$ cat config.mk
export PLATFORM = sky130hd
export DESIGN_NAME = escalonador_processos_flat
export DESIGN_NICKNAME = d
export VERILOG_FILES = /design/src/rtl/escalonador_pkg.sv /design/src/rtl/escalonador_processos_if.sv /design/src/rtl/busca_round_robin.sv /design/src/rtl/escalonador_processos.sv /design/src/flat_wrapper.sv
export SDC_FILE = /design/constraint.sdc
export NUM_CORES = 1
export LEC_CHECK = 0
export ABC_AREA = 0
export CAP_MARGIN = 30
export CORE_MARGIN = 2
export CORE_UTILIZATION = 51
export CTS_BUF_LIST = sky130_fd_sc_hd__clkbuf_16
export CTS_CLUSTER_SIZE = 16
export DETAILED_ROUTE_END_ITERATION = 10
export GPL_ROUTABILITY_DRIVEN = 0
export PLACE_DENSITY = 0.89
export SLEW_MARGIN = 20
export SYNTH_ARGS = -nofsm -noshare
export SYNTH_HDL_FRONTEND = slang
export SYNTH_HIERARCHICAL = 1
export SYNTH_SLANG_ARGS = --single-unit
$ cat constraint.sdc
create_clock -name i_clock -period 6.6 [get_ports i_clock]
set_input_delay 1.32 -clock i_clock [delete_from_list [all_inputs] [get_ports i_clock]]
set_output_delay 1.32 -clock i_clock [all_outputs]
set_load 0.02 [all_outputs]
$ cat src/rtl/escalonador_pkg.sv
// Shared types and widths for the round-robin process scheduler.
package escalonador_pkg;

  localparam int unsigned PID_W   = 5;
  localparam int unsigned QUANT_W = 16;
  localparam int unsigned ADDR_W  = 32;

  typedef enum logic [1:0] {
    StOcioso = 2'd0,
    StExec   = 2'd1,
    StPedido = 2'd2,
    StTroca  = 2'd3
  } estado_e;

endpackage

$ cat src/rtl/escalonador_processos_if.sv
// Scheduler <-> processor/OS signal bundle; direction prefixes are from the scheduler's view.
interface escalonador_processos_if;
  import escalonador_pkg::*;

  logic               i_enable;
  logic               i_criar;
  logic [PID_W-1:0]   i_criar_pid;
  logic               i_matar;
  logic [PID_W-1:0]   i_matar_pid;
  logic               i_yield;
  logic               i_switch_ack;
  logic               o_switch_req;
  logic [PID_W-1:0]   o_next_pid;
  logic [PID_W-1:0]   o_pid_atual;
  logic [ADDR_W-1:0]  o_deslocamento_memoria;
  logic [QUANT_W-1:0] o_quantum_restante;
  logic               o_ocioso;

  modport slave (
    input  i_enable, i_criar, i_criar_pid, i_matar, i_matar_pid, i_yield, i_switch_ack,
    output o_switch_req, o_next_pid, o_pid_atual, o_deslocamento_memoria,
           o_quantum_restante, o_ocioso
  );

  modport master (
    output i_enable, i_criar, i_criar_pid, i_matar, i_matar_pid, i_yield, i_switch_ack,
    input  o_switch_req, o_next_pid, o_pid_atual, o_deslocamento_memoria,
           o_quantum_restante, o_ocioso
  );

endinterface

$ cat src/rtl/busca_round_robin.sv
// Rotating-priority search: first ready PID after i_pid_atual, wrapping, ending on itself.
module busca_round_robin
  import escalonador_pkg::*;
#(
  parameter int unsigned NUM_PROC = 8
) (
  input  logic [NUM_PROC-1:0] i_ready,
  input  logic [PID_W-1:0]    i_pid_atual,
  output logic [PID_W-1:0]    o_next_pid,
  output logic                o_found
);

  logic [NUM_PROC-1:0] w_sh;

  always_comb begin
    o_found    = 1'b0;
    o_next_pid = '0;
    w_sh       = '0;
    for (int unsigned k = 1; k <= NUM_PROC; k++) begin
      w_sh = i_ready >> ((32'(i_pid_atual) + k) % NUM_PROC);
      if (!o_found && w_sh[0]) begin
        o_found    = 1'b1;
        o_next_pid = PID_W'((32'(i_pid_atual) + k) % NUM_PROC);
      end
    end
  end

endmodule

$ cat src/rtl/escalonador_processos.sv
// Round-robin preemptive scheduler: ready table, quantum timer and context-switch handshake.
module escalonador_processos
  import escalonador_pkg::*;
#(
  parameter int unsigned NUM_PROC  = 8,
  parameter int unsigned QUANTUM   = 64,
  parameter int unsigned PAGE_LOG2 = 10
) (
  input logic                      i_clock,
  input logic                      i_reset,
  escalonador_processos_if.slave   io_bus
);

  localparam logic [QUANT_W-1:0]  QuantumVal = QUANT_W'(QUANTUM);
  localparam logic [NUM_PROC-1:0] UmBit      = NUM_PROC'(1);

  if (NUM_PROC < 1 || NUM_PROC > 32) begin : g_num_proc_chk
    $error("NUM_PROC out of range");
  end
  if (QUANTUM < 1 || QUANTUM > 65535) begin : g_quantum_chk
    $error("QUANTUM out of range");
  end

  estado_e             r_state, w_state_nxt;
  logic [NUM_PROC-1:0] r_ready, w_ready_nxt;
  logic [NUM_PROC-1:0] w_criar_mask, w_matar_mask;
  logic [NUM_PROC-1:0] w_sh_atual, w_sh_next;
  logic [PID_W-1:0]    r_pid_atual, w_pid_nxt;
  logic [PID_W-1:0]    r_next_pid, w_next_nxt;
  logic [PID_W-1:0]    w_busca_pid;
  logic                w_busca_ok;
  logic [ADDR_W-1:0]   r_desloc, w_desloc_nxt;
  logic [QUANT_W-1:0]  r_quant, w_quant_nxt;
  logic                w_ready_atual, w_ready_next;
  logic                w_expira, w_evento;

  busca_round_robin #(
    .NUM_PROC (NUM_PROC)
  ) u_busca (
    .i_ready     (r_ready),
    .i_pid_atual (r_pid_atual),
    .o_next_pid  (w_busca_pid),
    .o_found     (w_busca_ok)
  );

  // Kill is applied after create so a same-cycle create/kill leaves the bit clear.
  always_comb begin
    w_criar_mask = '0;
    w_matar_mask = '0;
    if (io_bus.i_criar && (32'(io_bus.i_criar_pid) < NUM_PROC)) begin
      w_criar_mask = UmBit << io_bus.i_criar_pid;
    end
    if (io_bus.i_matar && (32'(io_bus.i_matar_pid) < NUM_PROC)) begin
      w_matar_mask = UmBit << io_bus.i_matar_pid;
    end
    w_ready_nxt = (r_ready | w_criar_mask) & ~w_matar_mask;
  end

  assign w_sh_atual    = r_ready >> r_pid_atual;
  assign w_sh_next     = r_ready >> r_next_pid;
  assign w_ready_atual = w_sh_atual[0];
  assign w_ready_next  = w_sh_next[0];
  assign w_expira      = io_bus.i_enable && (r_quant == QUANT_W'(1));
  assign w_evento      = w_expira || io_bus.i_yield || !w_ready_atual;

  always_comb begin
    w_state_nxt  = r_state;
    w_pid_nxt    = r_pid_atual;
    w_next_nxt   = r_next_pid;
    w_desloc_nxt = r_desloc;
    w_quant_nxt  = r_quant;
    unique case (r_state)
      StOcioso: begin
        if (w_busca_ok) begin
          w_state_nxt = StPedido;
          w_next_nxt  = w_busca_pid;
        end
      end
      StExec: begin
        if (io_bus.i_enable) begin
          w_quant_nxt = r_quant - QUANT_W'(1);
        end
        if (w_evento) begin
          if (!w_busca_ok) begin
            w_state_nxt = StOcioso;
            w_quant_nxt = '0;
          end else if (w_busca_pid != r_pid_atual) begin
            w_state_nxt = StPedido;
            w_next_nxt  = w_busca_pid;
          end else begin
            // Sole ready process keeps the CPU with a fresh slice, no handshake.
            w_quant_nxt = QuantumVal;
          end
        end
      end
      StPedido: begin
        // A vanished candidate takes priority over a same-cycle ack.
        if (!w_ready_next) begin
          if (!w_busca_ok) begin
            w_state_nxt = StOcioso;
            w_quant_nxt = '0;
          end else begin
            w_next_nxt = w_busca_pid;
          end
        end else if (io_bus.i_switch_ack) begin
          w_state_nxt  = StTroca;
          w_pid_nxt    = r_next_pid;
          w_desloc_nxt = ADDR_W'(r_next_pid) << PAGE_LOG2;
          w_quant_nxt  = QuantumVal;
        end
      end
      StTroca: begin
        w_state_nxt = StExec;
      end
      default: begin
        w_state_nxt = StOcioso;
      end
    endcase
  end

  always_ff @(posedge i_clock) begin
    if (!i_reset) begin
      r_state     <= StOcioso;
      r_ready     <= '0;
      r_pid_atual <= '0;
      r_next_pid  <= '0;
      r_desloc    <= '0;
      r_quant     <= '0;
    end else begin
      r_state     <= w_state_nxt;
      r_ready     <= w_ready_nxt;
      r_pid_atual <= w_pid_nxt;
      r_next_pid  <= w_next_nxt;
      r_desloc    <= w_desloc_nxt;
      r_quant     <= w_quant_nxt;
    end
  end

  assign io_bus.o_switch_req           = (r_state == StPedido);
  assign io_bus.o_ocioso               = (r_state == StOcioso);
  assign io_bus.o_next_pid             = r_next_pid;
  assign io_bus.o_pid_atual            = r_pid_atual;
  assign io_bus.o_deslocamento_memoria = r_desloc;
  assign io_bus.o_quantum_restante     = r_quant;

  a_pid_range : assert property (@(posedge i_clock) 32'(r_pid_atual) < NUM_PROC);
  a_next_range : assert property (@(posedge i_clock) 32'(r_next_pid) < NUM_PROC);

endmodule

$ cat src/flat_wrapper.sv
// flat-port wrapper written by rule: the top's interface ports become plain ports
module escalonador_processos_flat import escalonador_pkg::*;
#(
  parameter int unsigned NUM_PROC  = 8,
  parameter int unsigned QUANTUM   = 64,
  parameter int unsigned PAGE_LOG2 = 10
)
  (i_clock, i_reset, io_bus_i_enable, io_bus_i_criar, io_bus_i_criar_pid, io_bus_i_matar, io_bus_i_matar_pid, io_bus_i_yield, io_bus_i_switch_ack, io_bus_o_switch_req, io_bus_o_next_pid, io_bus_o_pid_atual, io_bus_o_deslocamento_memoria, io_bus_o_quantum_restante, io_bus_o_ocioso);
  escalonador_processos_if io_bus_i ();
  input logic i_clock;
  input logic i_reset;
  input wire logic [$bits(io_bus_i.i_enable)-1:0] io_bus_i_enable;
  input wire logic [$bits(io_bus_i.i_criar)-1:0] io_bus_i_criar;
  input wire logic [$bits(io_bus_i.i_criar_pid)-1:0] io_bus_i_criar_pid;
  input wire logic [$bits(io_bus_i.i_matar)-1:0] io_bus_i_matar;
  input wire logic [$bits(io_bus_i.i_matar_pid)-1:0] io_bus_i_matar_pid;
  input wire logic [$bits(io_bus_i.i_yield)-1:0] io_bus_i_yield;
  input wire logic [$bits(io_bus_i.i_switch_ack)-1:0] io_bus_i_switch_ack;
  output wire logic [$bits(io_bus_i.o_switch_req)-1:0] io_bus_o_switch_req;
  output wire logic [$bits(io_bus_i.o_next_pid)-1:0] io_bus_o_next_pid;
  output wire logic [$bits(io_bus_i.o_pid_atual)-1:0] io_bus_o_pid_atual;
  output wire logic [$bits(io_bus_i.o_deslocamento_memoria)-1:0] io_bus_o_deslocamento_memoria;
  output wire logic [$bits(io_bus_i.o_quantum_restante)-1:0] io_bus_o_quantum_restante;
  output wire logic [$bits(io_bus_i.o_ocioso)-1:0] io_bus_o_ocioso;
  assign io_bus_i.i_enable = io_bus_i_enable;
  assign io_bus_i.i_criar = io_bus_i_criar;
  assign io_bus_i.i_criar_pid = io_bus_i_criar_pid;
  assign io_bus_i.i_matar = io_bus_i_matar;
  assign io_bus_i.i_matar_pid = io_bus_i_matar_pid;
  assign io_bus_i.i_yield = io_bus_i_yield;
  assign io_bus_i.i_switch_ack = io_bus_i_switch_ack;
  assign io_bus_o_switch_req = io_bus_i.o_switch_req;
  assign io_bus_o_next_pid = io_bus_i.o_next_pid;
  assign io_bus_o_pid_atual = io_bus_i.o_pid_atual;
  assign io_bus_o_deslocamento_memoria = io_bus_i.o_deslocamento_memoria;
  assign io_bus_o_quantum_restante = io_bus_i.o_quantum_restante;
  assign io_bus_o_ocioso = io_bus_i.o_ocioso;
  escalonador_processos #(.NUM_PROC(NUM_PROC), .QUANTUM(QUANTUM), .PAGE_LOG2(PAGE_LOG2)) u_core (.i_clock(i_clock), .i_reset(i_reset), .io_bus(io_bus_i));
endmodule
==> results of run 1 <==
[routing by layer]
metal	up-vias	track usage, %
li1	1491	-
met1	1567	31.0
met2	171	40.8
met3	18	3.66
met4	0	7.18
met5	-	0
[stage by stage]
step / util [%] / cell area [µm²]
finish: 60.6 / 3780
global route: 60.6 / 3780
CTS: 60.6 / 3780
detailed placement: 58.2 / 3630
global placement: 58.2 / 3630
floorplan: - / 3350
[layout make-up]
class	instances	area share (%)
sequential	36	19.0
clock buffer	5	3.31
tap	77	2.55
timing repair buffer	53	13.8
clock inverter	3	0.628
multi-input combinational	323	59.1
inverter	16	1.59
[sequential cells by signal, indices dropped and copies added (netlist names)]
signal / flops
u_core/io_bus.o_quantum_restante: 16
u_core/r_ready: 8
u_core/io_bus.o_next_pid: 5
u_core/io_bus.o_pid_atual: 5
u_core/r_state: 2
[worst paths after layout]
| check | start | end | slack (ns) | depth (start not counted) |
|---|---|---|---|---|
| worst max-delay path | u_core/io_bus.o_pid_atual[1] | u_core/io_bus.o_quantum_restante[3] | 2.11 | 14 |
| worst min-delay path | u_core/io_bus.o_quantum_restante[9] | u_core/io_bus.o_quantum_restante[9] | 0.50 | 2 |
| worst min register to register | u_core/io_bus.o_quantum_restante[9] | u_core/io_bus.o_quantum_restante[9] | 0.50 | 2 |
| worst max register to register | u_core/io_bus.o_pid_atual[1] | u_core/io_bus.o_quantum_restante[3] | 2.11 | 14 |
[placed cells by master, fill, tap and decap left out, drive strengths merged, types with 12 or more instances in the layout]
cell	Yosys	layout
conb	2	29
o21ai	16	16
a21oi	27	27
inv	15	15
nand2	39	39
dfxtp	36	36
nor2	26	26
mux2	12	12
clkdlybuf4s50	0	49
mux2i	17	17
[kinds of logic (layout without fill, tap and decap cells)]
kind of cell    count (synthesis)  count (layout)  synth area share [%]
fa+ha+maj                       8               8                  3.08
flops                          36              36                  22.2
compound gates                 96              96                  19.6
buf+inv                        65              77                  12.2
other cells                     2              29                 0.231
mux                            37              37                  15.7
xor+xnor                        8               8                  2.15
simple gates                  145             145                  24.9
[synth_stat cells, drive strengths merged (3+ instances only)]
cell type,n,area (µm²)
mux4,8,199
clkbuf,8,30.0
a31oi,8,50.1
a22oi,4,30.0
nor3b,3,27.5
nand2b,10,62.6
nand3,9,45.0
nor2b,8,50.1
a211oi,3,22.5
o211ai,4,30.0
o22ai,7,43.8
or4,8,63.8
a21oi,27,143
and3,5,31.3
nor2,26,97.6
ha,8,100
o32ai,4,35.0
mux2,12,143
inv,15,56.3
nand2,39,146
xnor2,6,52.6
nor4,5,61.3
mux2i,17,170
dfxtp,36,721
o21ai,16,80.1
a22o,5,43.8
nor3,10,60.1
buf,41,307
or3,9,56.3
[report_power, final]
part	total [mW]	internal, mW	switching (mW)
registers	0.232	0.224	0.00880
logic	0.177	0.0684	0.108
clock network	0.238	0.140	0.0976
total	0.647	0.432	0.214
[tightest hold or removal path, delay by kind of cell (launching register included)]
family	cells	cell delay (ns)
AO/OA/AOI/OAI	1	0.05
buffers and inverters	1	0.06
flip-flops	1	0.34
==> qor.csv, run 1 <==
metric,value,unit
dp.cells,505,
cp_cell_sequence,"inv_1, ha_1, mux4_1, mux2_2, or4_1, nor2_1, nand3_1, a31oi_1, xnor2_1, nand2_1, o21ai_0, a211oi_1, a22o_1, a22o_1",
rows,29,
io_buffers,49,
start_util,52.1,%
whs,0.501,ns
power.density,171,nW/µm²
synth-seq-area-share,22.2,%
synth_edf_count,0,
cp_num_buf_inv,1,
hold_viol,0,
setup_violations,0,
drc,0,
cts_made_buffers,5,
ir_drop,129,µV
grt_overflow_total,0,
regArea,721,µm²
synth.avg_cell_area,8.19,µm²
p_total,647,µW
multi_input_area,2240,µm²
fillers,521,
critPathMaxStageDelay,0.60,ns
drv_slew,0,
die_h,83.9,µm
fin_skew,0.00353,ns
layout.cells.non_filler,513,
netlist_area,3250,µm²
die_area,7030,µm²
rsz0062_at_grt,no,
grt_start_max_net_pins,37,
preCtsSetupSlack,2.30,ns
ant_nets,0,
numClockSinks,36,
first_pass_iters,5,
ctsHtreeMaxLevel,2,
wl,8.53,mm
hold_buffers,0,
wl_met3,618,µm
ctsResizeCount,0,
worstMarginPinSlew,0.987,ns
cp_common_cell,a22o_1,
end_kind,flip-flop,
cts-root-buf,clkbuf_16,
outcome,completed,
vias,3247,
leakagePower,1.45,nW
worstPathRequired,6.78,ns
viasPerCell,6.33,
synth-main-ff-cell,dfxtp_1,
start_kind,flip-flop,
cp.arrival,4.67,ns
area_growth,16.3,%
top_layer,met4,
hp-class,flip-flop to flip-flop,
initialDrtViolationCount,266,
syn_inst,397,
grt_pass1_wl,14.1,mm
track_usage,23.8,%
wl_per_cell,16.6,µm
hpwl,6.14,mm
antenna_found_initial,0,
worst_skew_pair.late_latency,0.29,ns
path_max_fanout,10,
yosysUniqueCellTypes,68,
m1WireLength,3.54,mm
fin_setup_tns,0,ns
max_freq,0.223,GHz
period_needed,4.49,ns
cp_slowest_cell,or4_1,
synthArstFlopShare,0,%
setup_ws,2.11,ns
drive_gt1_share,7.11,%
io-pin-count,77,
grt_pass1_vias,2991,
yosysWarningCount,6,
cts.clk_slew.worst_paths,0.06,ns
die_w,83.9,µm
relSlewSlack,32.5,%
core,6240,µm²
post_cts_buffers,0,
nets,460,
diodes,0,
max_cap_violations,0,
cts_tree,done,
cp_top_family,compound AO/OA/AOI/OAI gates,
dr_wl_met2,4.25,mm
ys_seq_elements,36,
finalCritPeriodShare,68.0,%
clock_path_buffers,2,
crit_type,flip-flop to flip-flop,
Note: power is estimated with default switching activity, not from simulation.
==> run 2, diff against run 1 <==
==> constraint.sdc (replaced) <==
create_clock -name i_clock -period 4.4 [get_ports i_clock]
set_input_delay 0.88 -clock i_clock [delete_from_list [all_inputs] [get_ports i_clock]]
set_output_delay 0.88 -clock i_clock [all_outputs]
set_load 0.02 [all_outputs]
==> run 2 against run 1 <==
- worst hold slack worse by 0.017 ns
- first-iteration DRC count up 8.3%
- die area unchanged
- non-clock buffer count up 13
- count of clock-buffer cells in the layout unchanged
- global-route usage up 0.62 points
- combinational power up 50%
- clock power up 49%
==> qor.csv, run 2 (synthesis gave the netlist of run 1 again) <==
metric,value,unit,change
vias,3263,,+0.49%
path_max_fanout,6,,-4
period_needed,4.18,ns,-0.308 ns
end_kind,flip-flop,,
ir_drop,197,µV,+52%
track_usage,24.5,%,+0.62 points
diodes,0,,unchanged
start_util,52.1,%,unchanged
io-pin-count,77,,unchanged
layout.cells.most_common_list,"clkdlybuf4s50_1 (49), nand2_1 (39), dfxtp_1 (34), conb_1 (29), nor2_1 (26)",,
wl_per_cell,16.4,µm,-1.4%
outcome,completed,,
ant_nets,0,,unchanged
dp.cells,518,,+2.6%
io_buffers,49,,unchanged
hold_buffers,0,,unchanged
initialDrtViolationCount,288,,+8.3%
max_cap_violations,0,,unchanged
setup_violations,0,,unchanged
fin_util,62.2,%,+1.6 points
dr_wl_met2,4.09,mm,-3.7%
post_dp_cell_area,3740,µm²,+2.8%
regArea,726,µm²,+0.69%
worst_skew_pair.late_latency,0.28,ns,about the same
antenna_found_initial,0,,unchanged
grt_start_max_net_pins,37,,unchanged
drc,0,,unchanged
wl,8.63,mm,+1.1%
finalInstanceArea,3880,µm²,+2.7%
core,6240,µm²,unchanged
cts_tree,done,,
die_h,83.9,µm,unchanged
post_cts_buffers,0,,unchanged
fin_skew,0.00322,ns,-0.000311 ns
relSlewSlack,46.4,%,+14 points
grt_overflow_total,0,,unchanged
worstMarginPinSlew,0.784,ns,-0.203 ns
fillers,514,,-1.3%
nets,473,,+2.8%
rsz0062_at_grt,no,,
cts.clk_slew.worst_paths,0.06,ns,about the same
clock_path_buffers,2,,unchanged
layout_commonest_cell,clkdlybuf4s50_1,,
die_area,7030,µm²,unchanged
hpwl,6.37,mm,+3.8%
cts_made_buffers,5,,unchanged
drive_gt1_share,10.2,%,+3.1 points
grt_pass1_wl,14.4,mm,+1.8%
drv_slew,0,,unchanged
die_w,83.9,µm,unchanged
hold_viol,0,,unchanged
top_layer,met4,,
worstPathRequired,4.58,ns,-2.20 ns
cts-root-buf,clkbuf_16,,
multi_input_area,2240,µm²,unchanged
ctsResizeCount,0,,unchanged
rows,29,,unchanged
largest_reg_flops,16,,unchanged
fin_setup_tns,0,ns,unchanged
layout.cells.non_filler,526,,+2.5%
m1WireLength,3.68,mm,+3.8%
first_pass_iters,5,,unchanged
cp.arrival,4.36,ns,-0.31 ns
grt_pass1_vias,3018,,+0.90%
area_growth,19.4,%,
finalCritPeriodShare,95.0,%,+27 points
leakagePower,1.52,nW,+5.1%
ctsHtreeMaxLevel,2,,unchanged
power.density,249,nW/µm²,+45%
viasPerCell,6.20,,-2.0%
start_kind,flip-flop,,
wl_met3,620,µm,+0.32%
max_freq,0.239,GHz,+7.4%
crit_type,flip-flop to flip-flop,,
hp-class,flip-flop to flip-flop,,
numClockSinks,36,,unchanged
[run 2: per-stage QoR]
stage          hold WS (ns)  worst slack, ns  total power, mW
6_report              0.484            0.221            0.966
5_1_grt               0.505           0.0129             1.01
4_1_cts               0.489            0.215            0.963
3_5_place_dp          0.471            0.277            0.612
3_3_place_gp          0.471            0.429            0.603
2_1_floorplan         0.484          0.00195            0.555
[run 2: worst max-delay path: stages (launching register included)]
cell and delay (ns):
dfxtp_4 0.34, inv_1 0.10, ha_1 0.42, mux4_2 0.40
mux2_4 0.31, or4_1 0.65, nor2_1 0.15, nand3_1 0.10
a31oi_1 0.28, xnor2_1 0.17, nand2_1 0.12, o21ai_1 0.29
a211oi_1 0.14, buf_4 0.19, a22o_1 0.20, a22o_1 0.22
[run 2: cell type report]
cell class                 instances  share of cell area (%)
tap                               77                    2.48
multi-input combinational        323                    57.6
clock buffer                       5                    3.22
timing repair buffer              66                    15.9
sequential                        36                    18.7
clock inverter                     3                   0.580
inverter                          16                    1.55
[run 2: where the power goes]
part | internal, mW | switching, mW
registers | 0.335 | 0.0120
logic | 0.105 | 0.160
clock network | 0.211 | 0.143
[run 2: routing by layer]
layer	track usage (%)	up-vias
met3	4.25	31
met4	11.1	0
li1	-	1519
met1	32.2	1518
met2	39.1	195
met5	0	-
[run 2: final timing paths]
| kind | start | to | slack (ns) | cells after the start |
|---|---|---|---|---|
| worst max-delay path | u_core/io_bus.o_pid_atual[1] | u_core/io_bus.o_quantum_restante[3] | 0.22 | 15 |
| worst min-delay path | u_core/io_bus.o_quantum_restante[9] | u_core/io_bus.o_quantum_restante[9] | 0.48 | 2 |
| worst max register to register | u_core/io_bus.o_pid_atual[1] | u_core/io_bus.o_quantum_restante[3] | 0.22 | 15 |
| worst min register to register | u_core/io_bus.o_quantum_restante[9] | u_core/io_bus.o_quantum_restante[9] | 0.48 | 2 |
==> run 3, diff against run 2 <==
--- a/config.mk
+++ b/config.mk
@@ -7,7 +7,6 @@
 export LEC_CHECK = 0
 export ABC_AREA = 0
 export CAP_MARGIN = 30
-export CORE_MARGIN = 2
 export CORE_UTILIZATION = 51
 export CTS_BUF_LIST = sky130_fd_sc_hd__clkbuf_16
 export CTS_CLUSTER_SIZE = 16
==> run 3 against run 2 <==
- combinational power is essentially flat
- clock power is 17% higher
- die area is 4.7% lower
- non-clock buffer count is 8 lower
- core utilization grew 1.7 points
- flip-flop and latch count unchanged
- via count did not move
- clock skew is 0.0031 ns higher
- fmax fell by 1.5%
- largest cell class unchanged
==> qor.csv, run 3 (synthesis gave the netlist of run 1 again) <==
metric,value,unit,change
outcome,completed,,
vias,3263,,unchanged
end_kind,flip-flop,,
ctsHtreeMaxLevel,2,,unchanged
numClockSinks,36,,unchanged
min_path_cells,2,,unchanged
dp.cells,508,,-1.9%
core,6030,µm²,-3.4%
grt_pass1_wl,13.7,mm,-4.8%
hold_viol,0,,unchanged
p_switching,321,µW,+1.9%
p_total,1.03,mW,+6.4%
viasPerCell,6.32,,+1.9%
start_kind,flip-flop,,
fin_skew,0.00631,ns,+0.00309 ns
diodes,0,,unchanged
worstMarginPinSlew,0.764,ns,-0.0200 ns
start_util,54.0,%,+1.9 points
setup_violations,0,,unchanged
drive_gt1_share,9.30,%,-0.95 points
die_area,6700,µm²,-4.7%
grt_start_max_net_pins,37,,unchanged
power.density,266,nW/µm²,+7.2%
internal-power,706,µW,+8.5%
layout.cells.most_common_list,"clkdlybuf4s50_1 (49), nand2_1 (39), dfxtp_1 (34), conb_1 (29), nor2_1 (26)",,
path_max_fanout,10,,+4
io-pin-count,77,,unchanged
relSlewSlack,47.8,%,+1.4 points
largest_reg_flops,16,,unchanged
ir_drop,170,µV,-14%
initialDrtViolationCount,342,,+19%
worst_skew_pair.late_latency,0.28,ns,about the same
clockPowerShare,40.2,%,+3.5 points
hpwl,6.02,mm,-5.6%
leakagePower,1.48,nW,-2.6%
cts-root-buf,clkbuf_16,,
layout.cells.non_filler,516,,-1.9%
fin_setup_tns,0,ns,unchanged
pwr-share-comb,26.1,%,-1.3 points
grt_overflow_total,0,,unchanged
drv_slew,0,,unchanged
worstPathRequired,4.60,ns,+0.02 ns
reg2reg_depth,14,,-1
die_w,81.9,µm,-2.4%
nets,465,,-1.7%
cts.clk_slew.worst_paths,0.06,ns,about the same
antenna_found_initial,0,,unchanged
wl_per_cell,16.5,µm,+0.37%
area_growth,18.5,%,
layout_commonest_cell,clkdlybuf4s50_1,,
cp.arrival,4.44,ns,+0.08 ns
finalCritPeriodShare,96.5,%,+1.5 points
clock_path_buffers,2,,unchanged
rows,28,,-3.4%
max_freq,0.236,GHz,-1.5%
r2r_slack,0.16,ns,-0.07 ns
wl,8.49,mm,-1.5%
cts_made_buffers,5,,unchanged
crit_type,flip-flop to flip-flop,,
drc,0,,unchanged
cts_tree,done,,
io_buffers,49,,unchanged
p_sw_share,31.3,%,-1.4 points
track_usage,26.3,%,+1.8 points
max_cap_violations,0,,unchanged
ant_nets,0,,unchanged
rsz0062_at_grt,no,,
post_cts_buffers,0,,unchanged
sequentialPowerShare,33.8,%,-2.1 points
first_pass_iters,5,,unchanged
hp-class,flip-flop to flip-flop,,
grt_pass1_vias,2937,,-2.7%
period_needed,4.24,ns,+0.0652 ns
die_h,81.9,µm,-2.4%
==> run 3: final timing paths <==
| kind | from | to |
|---|---|---|
| worst min register to register | u_core/io_bus.o_quantum_restante[9] | u_core/io_bus.o_quantum_restante[9] |
| worst min-delay path | u_core/io_bus.o_quantum_restante[9] | u_core/io_bus.o_quantum_restante[9] |
| worst max register to register | u_core/io_bus.o_pid_atual[0] | u_core/r_state[0] |
| worst max-delay path | u_core/io_bus.o_pid_atual[0] | u_core/r_state[0] |
==> run 3: worst max-delay path, cell delays in order, from the launching register on <==
cell	delay (ns)
dfxtp_2	0.48
inv_1	0.11
ha_1	0.40
mux4_1	0.38
mux2_4	0.33
or4_4	0.59
nor2_1	0.14
nand3_1	0.10
a31oi_2	0.25
xnor2_1	0.14
and2_1	0.18
and3_1	0.14
a221o_1	0.30
or4_1	0.47
a21oi_1	0.15
==> run 3: layout make-up <==
| type | instances | area (µm²) |
|---|---|---|
| Sequential cell | 36 | 726 |
| Clock inverter | 3 | 42.5 |
| Multi-Input combinational cell | 323 | 2250 |
| Timing Repair Buffer | 58 | 558 |
| Inverter | 16 | 60.1 |
| Clock buffer | 5 | 125 |
| Fill cell | 473 | 2170 |
| Tap cell | 75 | 93.8 |
==> run 3: through the flow <==
step	util [%]	instance area, µm²	setup WS [ns]	hold WS (ns)
floorplan	-	3360	0.00195	0.484
global placement	61.0	3670	0.303	0.475
detailed placement	61.0	3670	0.119	0.483
CTS	63.8	3840	0.0698	0.496
global route	64.0	3860	0.0363	0.519
finish	64.0	3860	0.155	0.497
==> run 3: timing repair <==
| action | 4_1_cts | 5_1_grt |
|---|---|---|
| resized for setup | 0 | 4 |
| hold buffers | 0 | 0 |
| endpoints found under the setup margin | 0 | 12 |
==> run 3: routing by layer <==
metal	global-route usage (%)	vias up	wire [µm]
met3	4.56	36	685
met1	33.0	1524	3540
met4	12.6	0	268
met5	0	-	0
met2	43.3	200	4000
li1	-	1503	-
==> run 3: power by group through the flow <==
stage	Clock [mW]	Sequential (mW)	Combinational, mW
floorplan	0	0.358	0.198
global placement	0	0.354	0.248
CTS	0.417	0.347	0.259
global route	0.426	0.348	0.290
finish	0.413	0.347	0.268
detailed placement	0	0.354	0.255
